===== src/rtl/aes_job_sched_if.sv =====
// Handshake bundle between requesters/consumer, the AES core and the job scheduler.
interface aes_job_sched_if;
    logic req0_valid;
    logic req0_dec;
    logic req0_ready;
    logic req1_valid;
    logic req1_dec;
    logic req1_ready;
    logic load_shift;
    logic unload_en;
    logic staenc;
    logic stadec;
    logic core_done;
    logic rsp_valid;
    logic rsp_id;
    logic rsp_err;
    logic rsp_ready;
    logic busy;

    // Scheduler side.
    modport slave (
        input  req0_valid, req0_dec, req1_valid, req1_dec, core_done, rsp_ready,
        output req0_ready, req1_ready, load_shift, unload_en, staenc, stadec,
               rsp_valid, rsp_id, rsp_err, busy
    );

    // Requester / core / consumer side.
    modport master (
        output req0_valid, req0_dec, req1_valid, req1_dec, core_done, rsp_ready,
        input  req0_ready, req1_ready, load_shift, unload_en, staenc, stadec,
               rsp_valid, rsp_id, rsp_err, busy
    );
endinterface


===== src/rtl/aes_job_sched.sv =====
// Round-robin job scheduler for a single AES core: load, start, run (with timeout),
// unload, then a tagged response. One job in flight at a time.
module aes_job_sched #(
    parameter int LOAD_CYC   = 4,
    parameter int UNLOAD_CYC = 4,
    parameter int TIMEOUT    = 63
) (
    input  logic           clk,
    input  logic           rst,
    aes_job_sched_if.slave bus
);
    localparam int MAX_LU = (LOAD_CYC > UNLOAD_CYC) ? LOAD_CYC : UNLOAD_CYC;
    localparam int MAX_C  = (MAX_LU > TIMEOUT) ? MAX_LU : TIMEOUT;
    localparam int CW     = $clog2(MAX_C + 1);

    localparam logic [2:0] S_IDLE   = 3'd0;
    localparam logic [2:0] S_LOAD   = 3'd1;
    localparam logic [2:0] S_START  = 3'd2;
    localparam logic [2:0] S_RUN    = 3'd3;
    localparam logic [2:0] S_UNLOAD = 3'd4;
    localparam logic [2:0] S_RESP   = 3'd5;

    logic [2:0]    r_state, w_nstate;
    logic [CW-1:0] r_cnt, w_ncnt;
    logic          r_id, w_nid;
    logic          r_dec, w_ndec;
    logic          r_err, w_nerr;
    logic          r_last, w_nlast;
    logic          r_load_shift, r_unload_en, r_staenc, r_stadec, r_rsp_valid, r_busy;
    logic          w_gnt0, w_gnt1;

    // Grant is gated by reset so every output reads 0 while reset is held.
    assign w_gnt0 = rst && (r_state == S_IDLE) && bus.req0_valid && (!bus.req1_valid || r_last);
    assign w_gnt1 = rst && (r_state == S_IDLE) && bus.req1_valid && (!bus.req0_valid || !r_last);

    assign bus.req0_ready = w_gnt0;
    assign bus.req1_ready = w_gnt1;
    assign bus.load_shift = r_load_shift;
    assign bus.unload_en  = r_unload_en;
    assign bus.staenc     = r_staenc;
    assign bus.stadec     = r_stadec;
    assign bus.rsp_valid  = r_rsp_valid;
    assign bus.rsp_id     = r_id;
    assign bus.rsp_err    = r_err;
    assign bus.busy       = r_busy;

    // Next-state, counter and job-context logic.
    always_comb begin
        w_nstate = r_state;
        w_ncnt   = r_cnt;
        w_nid    = r_id;
        w_ndec   = r_dec;
        w_nerr   = r_err;
        w_nlast  = r_last;
        case (r_state)
            S_IDLE: begin
                if (w_gnt0 || w_gnt1) begin
                    w_nid    = w_gnt1;
                    w_ndec   = w_gnt1 ? bus.req1_dec : bus.req0_dec;
                    w_nlast  = w_gnt1;
                    w_ncnt   = '0;
                    w_nstate = S_LOAD;
                end
            end
            S_LOAD: begin
                if (r_cnt == CW'(LOAD_CYC - 1)) begin
                    w_ncnt   = '0;
                    w_nstate = S_START;
                end else begin
                    w_ncnt = r_cnt + CW'(1);
                end
            end
            S_START: begin
                w_ncnt   = '0;
                w_nstate = S_RUN;
            end
            S_RUN: begin
                // A completion in the timeout cycle still counts as success.
                if (bus.core_done) begin
                    w_ncnt   = '0;
                    w_nstate = S_UNLOAD;
                end else if (r_cnt == CW'(TIMEOUT - 1)) begin
                    w_ncnt   = '0;
                    w_nerr   = 1'b1;
                    w_nstate = S_RESP;
                end else begin
                    w_ncnt = r_cnt + CW'(1);
                end
            end
            S_UNLOAD: begin
                if (r_cnt == CW'(UNLOAD_CYC - 1)) begin
                    w_ncnt   = '0;
                    w_nstate = S_RESP;
                end else begin
                    w_ncnt = r_cnt + CW'(1);
                end
            end
            S_RESP: begin
                if (bus.rsp_ready) begin
                    w_nerr   = 1'b0;
                    w_nstate = S_IDLE;
                end
            end
            default: w_nstate = S_IDLE;
        endcase
    end

    // State and job context registers.
    always_ff @(posedge clk or negedge rst) begin
        if (!rst) begin
            r_state <= S_IDLE;
            r_cnt   <= '0;
            r_id    <= 1'b0;
            r_dec   <= 1'b0;
            r_err   <= 1'b0;
            r_last  <= 1'b1;
        end else begin
            r_state <= w_nstate;
            r_cnt   <= w_ncnt;
            r_id    <= w_nid;
            r_dec   <= w_ndec;
            r_err   <= w_nerr;
            r_last  <= w_nlast;
        end
    end

    // Outputs registered from the next state so they line up with the state they decode.
    always_ff @(posedge clk or negedge rst) begin
        if (!rst) begin
            r_load_shift <= 1'b0;
            r_unload_en  <= 1'b0;
            r_staenc     <= 1'b0;
            r_stadec     <= 1'b0;
            r_rsp_valid  <= 1'b0;
            r_busy       <= 1'b0;
        end else begin
            r_load_shift <= (w_nstate == S_LOAD) || (w_nstate == S_UNLOAD);
            r_unload_en  <= (w_nstate == S_UNLOAD);
            r_staenc     <= (w_nstate == S_START) && !w_ndec;
            r_stadec     <= (w_nstate == S_START) &&  w_ndec;
            r_rsp_valid  <= (w_nstate == S_RESP);
            r_busy       <= (w_nstate != S_IDLE);
        end
    end
endmodule


===== src/flat_wrapper.sv =====
// flat-port wrapper written by rule: the top's interface ports become plain ports
module aes_job_sched_flat 
#(
    parameter int LOAD_CYC   = 4,
    parameter int UNLOAD_CYC = 4,
    parameter int TIMEOUT    = 63
)
  (clk, rst, bus_req0_valid, bus_req0_dec, bus_req1_valid, bus_req1_dec, bus_core_done, bus_rsp_ready, bus_req0_ready, bus_req1_ready, bus_load_shift, bus_unload_en, bus_staenc, bus_stadec, bus_rsp_valid, bus_rsp_id, bus_rsp_err, bus_busy);
  aes_job_sched_if bus_i ();
  input  logic clk;
  input  logic rst;
  input wire logic [$bits(bus_i.req0_valid)-1:0] bus_req0_valid;
  input wire logic [$bits(bus_i.req0_dec)-1:0] bus_req0_dec;
  input wire logic [$bits(bus_i.req1_valid)-1:0] bus_req1_valid;
  input wire logic [$bits(bus_i.req1_dec)-1:0] bus_req1_dec;
  input wire logic [$bits(bus_i.core_done)-1:0] bus_core_done;
  input wire logic [$bits(bus_i.rsp_ready)-1:0] bus_rsp_ready;
  output wire logic [$bits(bus_i.req0_ready)-1:0] bus_req0_ready;
  output wire logic [$bits(bus_i.req1_ready)-1:0] bus_req1_ready;
  output wire logic [$bits(bus_i.load_shift)-1:0] bus_load_shift;
  output wire logic [$bits(bus_i.unload_en)-1:0] bus_unload_en;
  output wire logic [$bits(bus_i.staenc)-1:0] bus_staenc;
  output wire logic [$bits(bus_i.stadec)-1:0] bus_stadec;
  output wire logic [$bits(bus_i.rsp_valid)-1:0] bus_rsp_valid;
  output wire logic [$bits(bus_i.rsp_id)-1:0] bus_rsp_id;
  output wire logic [$bits(bus_i.rsp_err)-1:0] bus_rsp_err;
  output wire logic [$bits(bus_i.busy)-1:0] bus_busy;
  assign bus_i.req0_valid = bus_req0_valid;
  assign bus_i.req0_dec = bus_req0_dec;
  assign bus_i.req1_valid = bus_req1_valid;
  assign bus_i.req1_dec = bus_req1_dec;
  assign bus_i.core_done = bus_core_done;
  assign bus_i.rsp_ready = bus_rsp_ready;
  assign bus_req0_ready = bus_i.req0_ready;
  assign bus_req1_ready = bus_i.req1_ready;
  assign bus_load_shift = bus_i.load_shift;
  assign bus_unload_en = bus_i.unload_en;
  assign bus_staenc = bus_i.staenc;
  assign bus_stadec = bus_i.stadec;
  assign bus_rsp_valid = bus_i.rsp_valid;
  assign bus_rsp_id = bus_i.rsp_id;
  assign bus_rsp_err = bus_i.rsp_err;
  assign bus_busy = bus_i.busy;
  aes_job_sched #(.LOAD_CYC(LOAD_CYC), .UNLOAD_CYC(UNLOAD_CYC), .TIMEOUT(TIMEOUT)) u_core (.clk(clk), .rst(rst), .bus(bus_i));
endmodule

===== config.mk =====
export PLATFORM = sky130hd
export DESIGN_NAME = aes_job_sched_flat
export DESIGN_NICKNAME = d
export VERILOG_FILES = /design/src/rtl/aes_job_sched_if.sv /design/src/rtl/aes_job_sched.sv /design/src/flat_wrapper.sv
export SDC_FILE = /design/constraint.sdc
export NUM_CORES = 1
export LEC_CHECK = 0
export ABC_AREA = 1
export ABC_CLOCK_PERIOD_IN_PS = 1520
export CORE_MARGIN = 1.5
export CORE_UTILIZATION = 52
export CTS_CLUSTER_DIAMETER = 200
export DETAILED_ROUTE_END_ITERATION = 8
export GPL_TIMING_DRIVEN = 0
export PLACE_DENSITY = 0.76
export SLEW_MARGIN = 20
export SYNTH_ARGS = -nofsm -noshare
export SYNTH_HDL_FRONTEND = slang
export SYNTH_SLANG_ARGS = --single-unit

===== constraint.sdc =====
create_clock -name clk -period 1.52 [get_ports clk]
set_input_delay 0.38 -clock clk [delete_from_list [all_inputs] [get_ports clk]]
set_output_delay 0.38 -clock clk [all_outputs]
set_load 0.01 [all_outputs]

* Yosys cells after proc, flatten, opt, wreduce, memory -nomap -nowiden
Index checks and enable logic that the tools add are counted.
** Operators by class
- Add/subtract/negate cells :: 1
- Equality and inequality tests :: 15
- Muxes and demuxes :: 19
- Reductions and logical operators :: 23
** Operators by type and width (count)
- 2-to-1 mux 6 bit :: 4
- one-hot mux 6 bit (4 select lines) :: 1
- 2-to-1 mux 3 bit :: 6
- one-hot mux 3 bit (6 select lines) :: 1
- == test 3 bit, second input constant :: 4
- == test 3 x 2 -> 1 bit, second input constant :: 3
- logical AND 1 bit :: 7
- adder 6 x 1 -> 6 bit, second input constant :: 1
- == test 3 x 1 -> 1 bit, second input constant :: 2
- == test 6 x 2 -> 1 bit, second input constant :: 1
- == test 6 bit, second input constant :: 1
- 2-to-1 mux 1 bit :: 6
- inequality test 2 bit, second input constant :: 3
- zero test 1 bit :: 4
- logical OR 1 bit :: 4
- AND reduction 2 bit :: 2
- AND reduction 4 bit :: 1
- nonzero test 4 bit :: 1
- zero test 3 bit :: 1
- nonzero test 3 bit :: 1
- inequality test 2 x 1 -> 1 bit, second input constant :: 1
- one-hot mux 1 bit (2 select lines) :: 1
- nonzero test 2 bit :: 1
- OR reduction 2 bit :: 1
** Storage, ports and cells
- Register bits :: 19
- Output and inout bits :: 10
- Word-level logic and storage cells :: 70

* Longest topological paths before layout
- Word-level depth :: 9
- Gate-level depth with buffers :: 9

* Least setup slack after synthesis
OpenSTA, ideal clock, no wires.
- Path kind :: register to output
- Start :: reg u_core.r_last
- End :: out bus_req0_ready
- Arrival time :: 0.985 ns
- Required time :: 1.140 ns
- Path slack :: 0.155 ns
- Stages on the path, launching flop included :: 5
- Path buffers :: 0
- Cell sequence :: dfstp_2 nand2_1 nand2_2 inv_2 nor3_1
** On the way
- Word-level cells in the longest chain between the ends :: 2
** Ends and longest elaborated chain
- start: declaration :: line aes_job_sched.sv:28 : logic r_last, w_nlast;
- start signal: assignment :: line aes_job_sched.sv:123 : r_last <= w_nlast;
- logical OR 1 bit :: line aes_job_sched.sv:33 : assign w_gnt0 = rst && (r_state == S_IDLE) && bus.req0_valid && (!bus.req1_valid || r_last);
- logical AND 1 bit :: line aes_job_sched.sv:33
- end: declaration :: line flat_wrapper.sv:18 : output wire logic [$bits(bus_i.req0_ready)-1:0] bus_req0_ready;
Every way passes these cells.

* Worst setup path after layout
Same ends and word-level chain as after synthesis.

==> results.sh <==
export IMPL_worst_slew_pin_slew_ns=0.787
export IMPL_dieArea_um2=2450
export IMPL_dp_cells=198
export IMPL_rsz0062_at_grt="true"
export IMPL_core_area_um2=2000
export IMPL_synth_cells=154
export IMPL_drc=0
export IMPL_p_per_area_nw_per_um2=1890
export IMPL_layout_drive_gt1_share_pct=31.0
export IMPL_hp_class="in2async"
export IMPL_layout_commonest_cell="nand2_1"
export IMPL_largest_registers="u_core.r_cnt: 6 flops, u_core.r_state: 3 flops"
export IMPL_violations="setup timing"
export IMPL_fin_nets=198
export IMPL_setup_ws_ns=-0.148
export IMPL_antenna_found_initial=0
export IMPL_finalSetupViolCount=2
export IMPL_synth_cell_types=22
export IMPL_cts_tree="done"
export IMPL_crit_type="reg2out"
export IMPL_route_vias_total=1083
export IMPL_grt_usage_pct=21.0
export IMPL_critical_path_max_stage_delay_ns=0.56
export IMPL_rr_startpoint="u_core.r_last"
export IMPL_slew_viol_final=0
export IMPL_hold_slack_ns=0.0725
export IMPL_placed_area_um2=1330
export IMPL_skew_ns=0.00761
export IMPL_cap_violations=0
export IMPL_cp_required_ns=1.14
export IMPL_maxClockFrequency_mhz=600
export IMPL_die_y_um=49.5
export IMPL_vdd_ir_drop_worst_uv=1130
export IMPL_largest_reg_flops=6
export IMPL_std_cell_rows=16
export IMPL_n_antenna_cell=0
export IMPL_gp_congestion=0.841
export IMPL_outcome="finished with violations"
export IMPL_end_kind="primary output"
export IMPL_arrival_ns=1.29
export IMPL_synthToLayoutAreaGrowth_pct=37.7
export IMPL_setup_tns_ns=-0.264
export IMPL_post_drt_wl_per_cell_um=12.1
export IMPL_leakage_nw=0.830
export IMPL_syn_avg_cell_area_um2=7.29
export IMPL_clk_latency_ns=0.31
export IMPL_die_w_um=49.5
export IMPL_yosys_warnings=0
export IMPL_crit_path_top_delay_cell="dfstp_2"
export IMPL_portBuffers=17
export IMPL_cts_root_buf="clkbuf_4"
export IMPL_overflow=0
export IMPL_h_tree_depth=1
export IMPL_viasPerCell=5.06
export IMPL_crit_path_start="u_core.r_last"
export IMPL_clockBufferDepth=2
export IMPL_clk_pin_slew_ns=0.10
export IMPL_cts_buffers=3
export IMPL_period_share_pct=110
export IMPL_slew_headroom_pct=47.4
export IMPL_fin_area_um2=1550
export IMPL_min_period_ns=1.67
export IMPL_synthesis_nets=164
export IMPL_first_pass_iters=4
export IMPL_tritoncts_num_sinks=19
export IMPL_wl_um=2600
export IMPL_stdcell_count=214
export IMPL_ff2ff_path_depth=9
export IMPL_ys_seq_elements=19
export IMPL_synth_seq_area_share_pct=42.5
export IMPL_grt_pass1_wl_um=3880
export IMPL_dpl_hpwl_um=1640
export IMPL_ant_nets=0
export IMPL_cp_start_kind="register"
export IMPL_rrSetupSlack_ns=0.02
export IMPL_post_route_util_pct=77.2
export IMPL_grt_pass1_vias=918
export IMPL_crit_chain="nand2_2 -> nand2_4 -> inv_2 -> nor3_2 -> buf_2"
export IMPL_drt_iter0_markers=38
export IMPL_ios=18
export IMPL_grt_max_degree=22
export IMPL_hold_viol=0
export IMPL_path_max_fanout=2
export IMPL_start_util_pct=56.1
export IMPL_synth_cell_area_um2=1120
export IMPL_mostFrequentLayoutCells="nand2_1 (34), inv_1 (23), nand3_1 (14), dfrtp_1 (14), nor2_1 (12)"
export IMPL_top_register="u_core.r_cnt"
-- cells in the mapped netlist (all sizes together) --
| library cell | count | share of area (%) |
|---|---|---|
| nand4 | 4 | 2.2 |
| ha | 2 | 2.2 |
| nand3b | 1 | 1.8 |
| xor2 | 1 | 0.78 |
| o21ai | 6 | 4.0 |
| a21oi | 7 | 3.5 |
| clkinv | 1 | 0.45 |
| dfrtp | 18 | 40 |
| dfstp | 1 | 2.3 |
| nor2 | 22 | 8.5 |
| nand2 | 44 | 16 |
| nor3 | 3 | 1.3 |
| inv | 28 | 9.4 |
| nand3 | 16 | 7.6 |
-- per-stage QoR --
stage	power, mW	setup WS (ns)
3_3_place_gp	2.21	-1.29
4_1_cts	2.54	-0.234
2_1_floorplan	1.85	0.155
3_5_place_dp	2.24	-1.32
5_1_grt	3.17	-0.226
6_report	2.93	-0.148
-- routing by layer --
metal | share of wire (%) | vias to the layer above | routed length [um] | track usage, %
met5 | 0 | - | 0 | 0
met4 | 2.4 | 0 | 63 | 9.72
met3 | 5.6 | 8 | 145 | 3.64
met2 | 47 | 38 | 1230 | 34.0
met1 | 44 | 489 | 1150 | 27.5
li1 | - | 548 | - | -
-- final timing paths --
path	end
setup / recovery	bus_req0_ready
hold / removal	u_core.r_last
setup reg to reg	u_core.bus.load_shift
hold reg to reg	u_core.bus.rsp_id
max in group asynchronous	u_core.r_state[0]
min in group clk	u_core.bus.rsp_id
-- worst max-delay path, delay by kind of cell (launching register included) --
kind | cells | cell delay, ns
flops | 1 | 0.56
simple gates | 3 | 0.23
buf+inv | 2 | 0.19
-- report_power, final --
part / leakage (nW) / internal, mW / switching, mW
clock: 0.0177 / 0.0983 / 0.165
combinational: 0.572 / 0.695 / 1.04
sequential: 0.240 / 0.728 / 0.200
-- cell families (layout without fill, tap and decap cells) --
| logic type | count (synthesis) | after routing | synth area share (%) |
|---|---|---|---|
| compound gates | 13 | 13 | 7.47 |
| buf+inv | 29 | 62 | 9.81 |
| flops | 19 | 19 | 42.5 |
| simple gates | 90 | 90 | 37.2 |
| fa+ha+maj | 2 | 2 | 2.23 |
| xor+xnor | 1 | 1 | 0.781 |
-- final cells by class --
type / count / area, um^2
Multi-Input combinational cell: 106 / 641
Sequential cell: 19 / 482
Fill cell: 145 / 457
Timing Repair Buffer: 29 / 251
Inverter: 29 / 110
Tap cell: 27 / 33.8
Clock buffer: 3 / 22.5
Clock inverter: 1 / 5.00
-- what timing repair did --
item,4_1_cts,5_1_grt
endpoints found under the hold margin,0,18
pin swaps,1,17
buffers inserted,4,7
endpoints found under the setup margin,26,9
gates resized for setup,26,29
hold buffers,0,1
(Power assumes the default switching activity.)
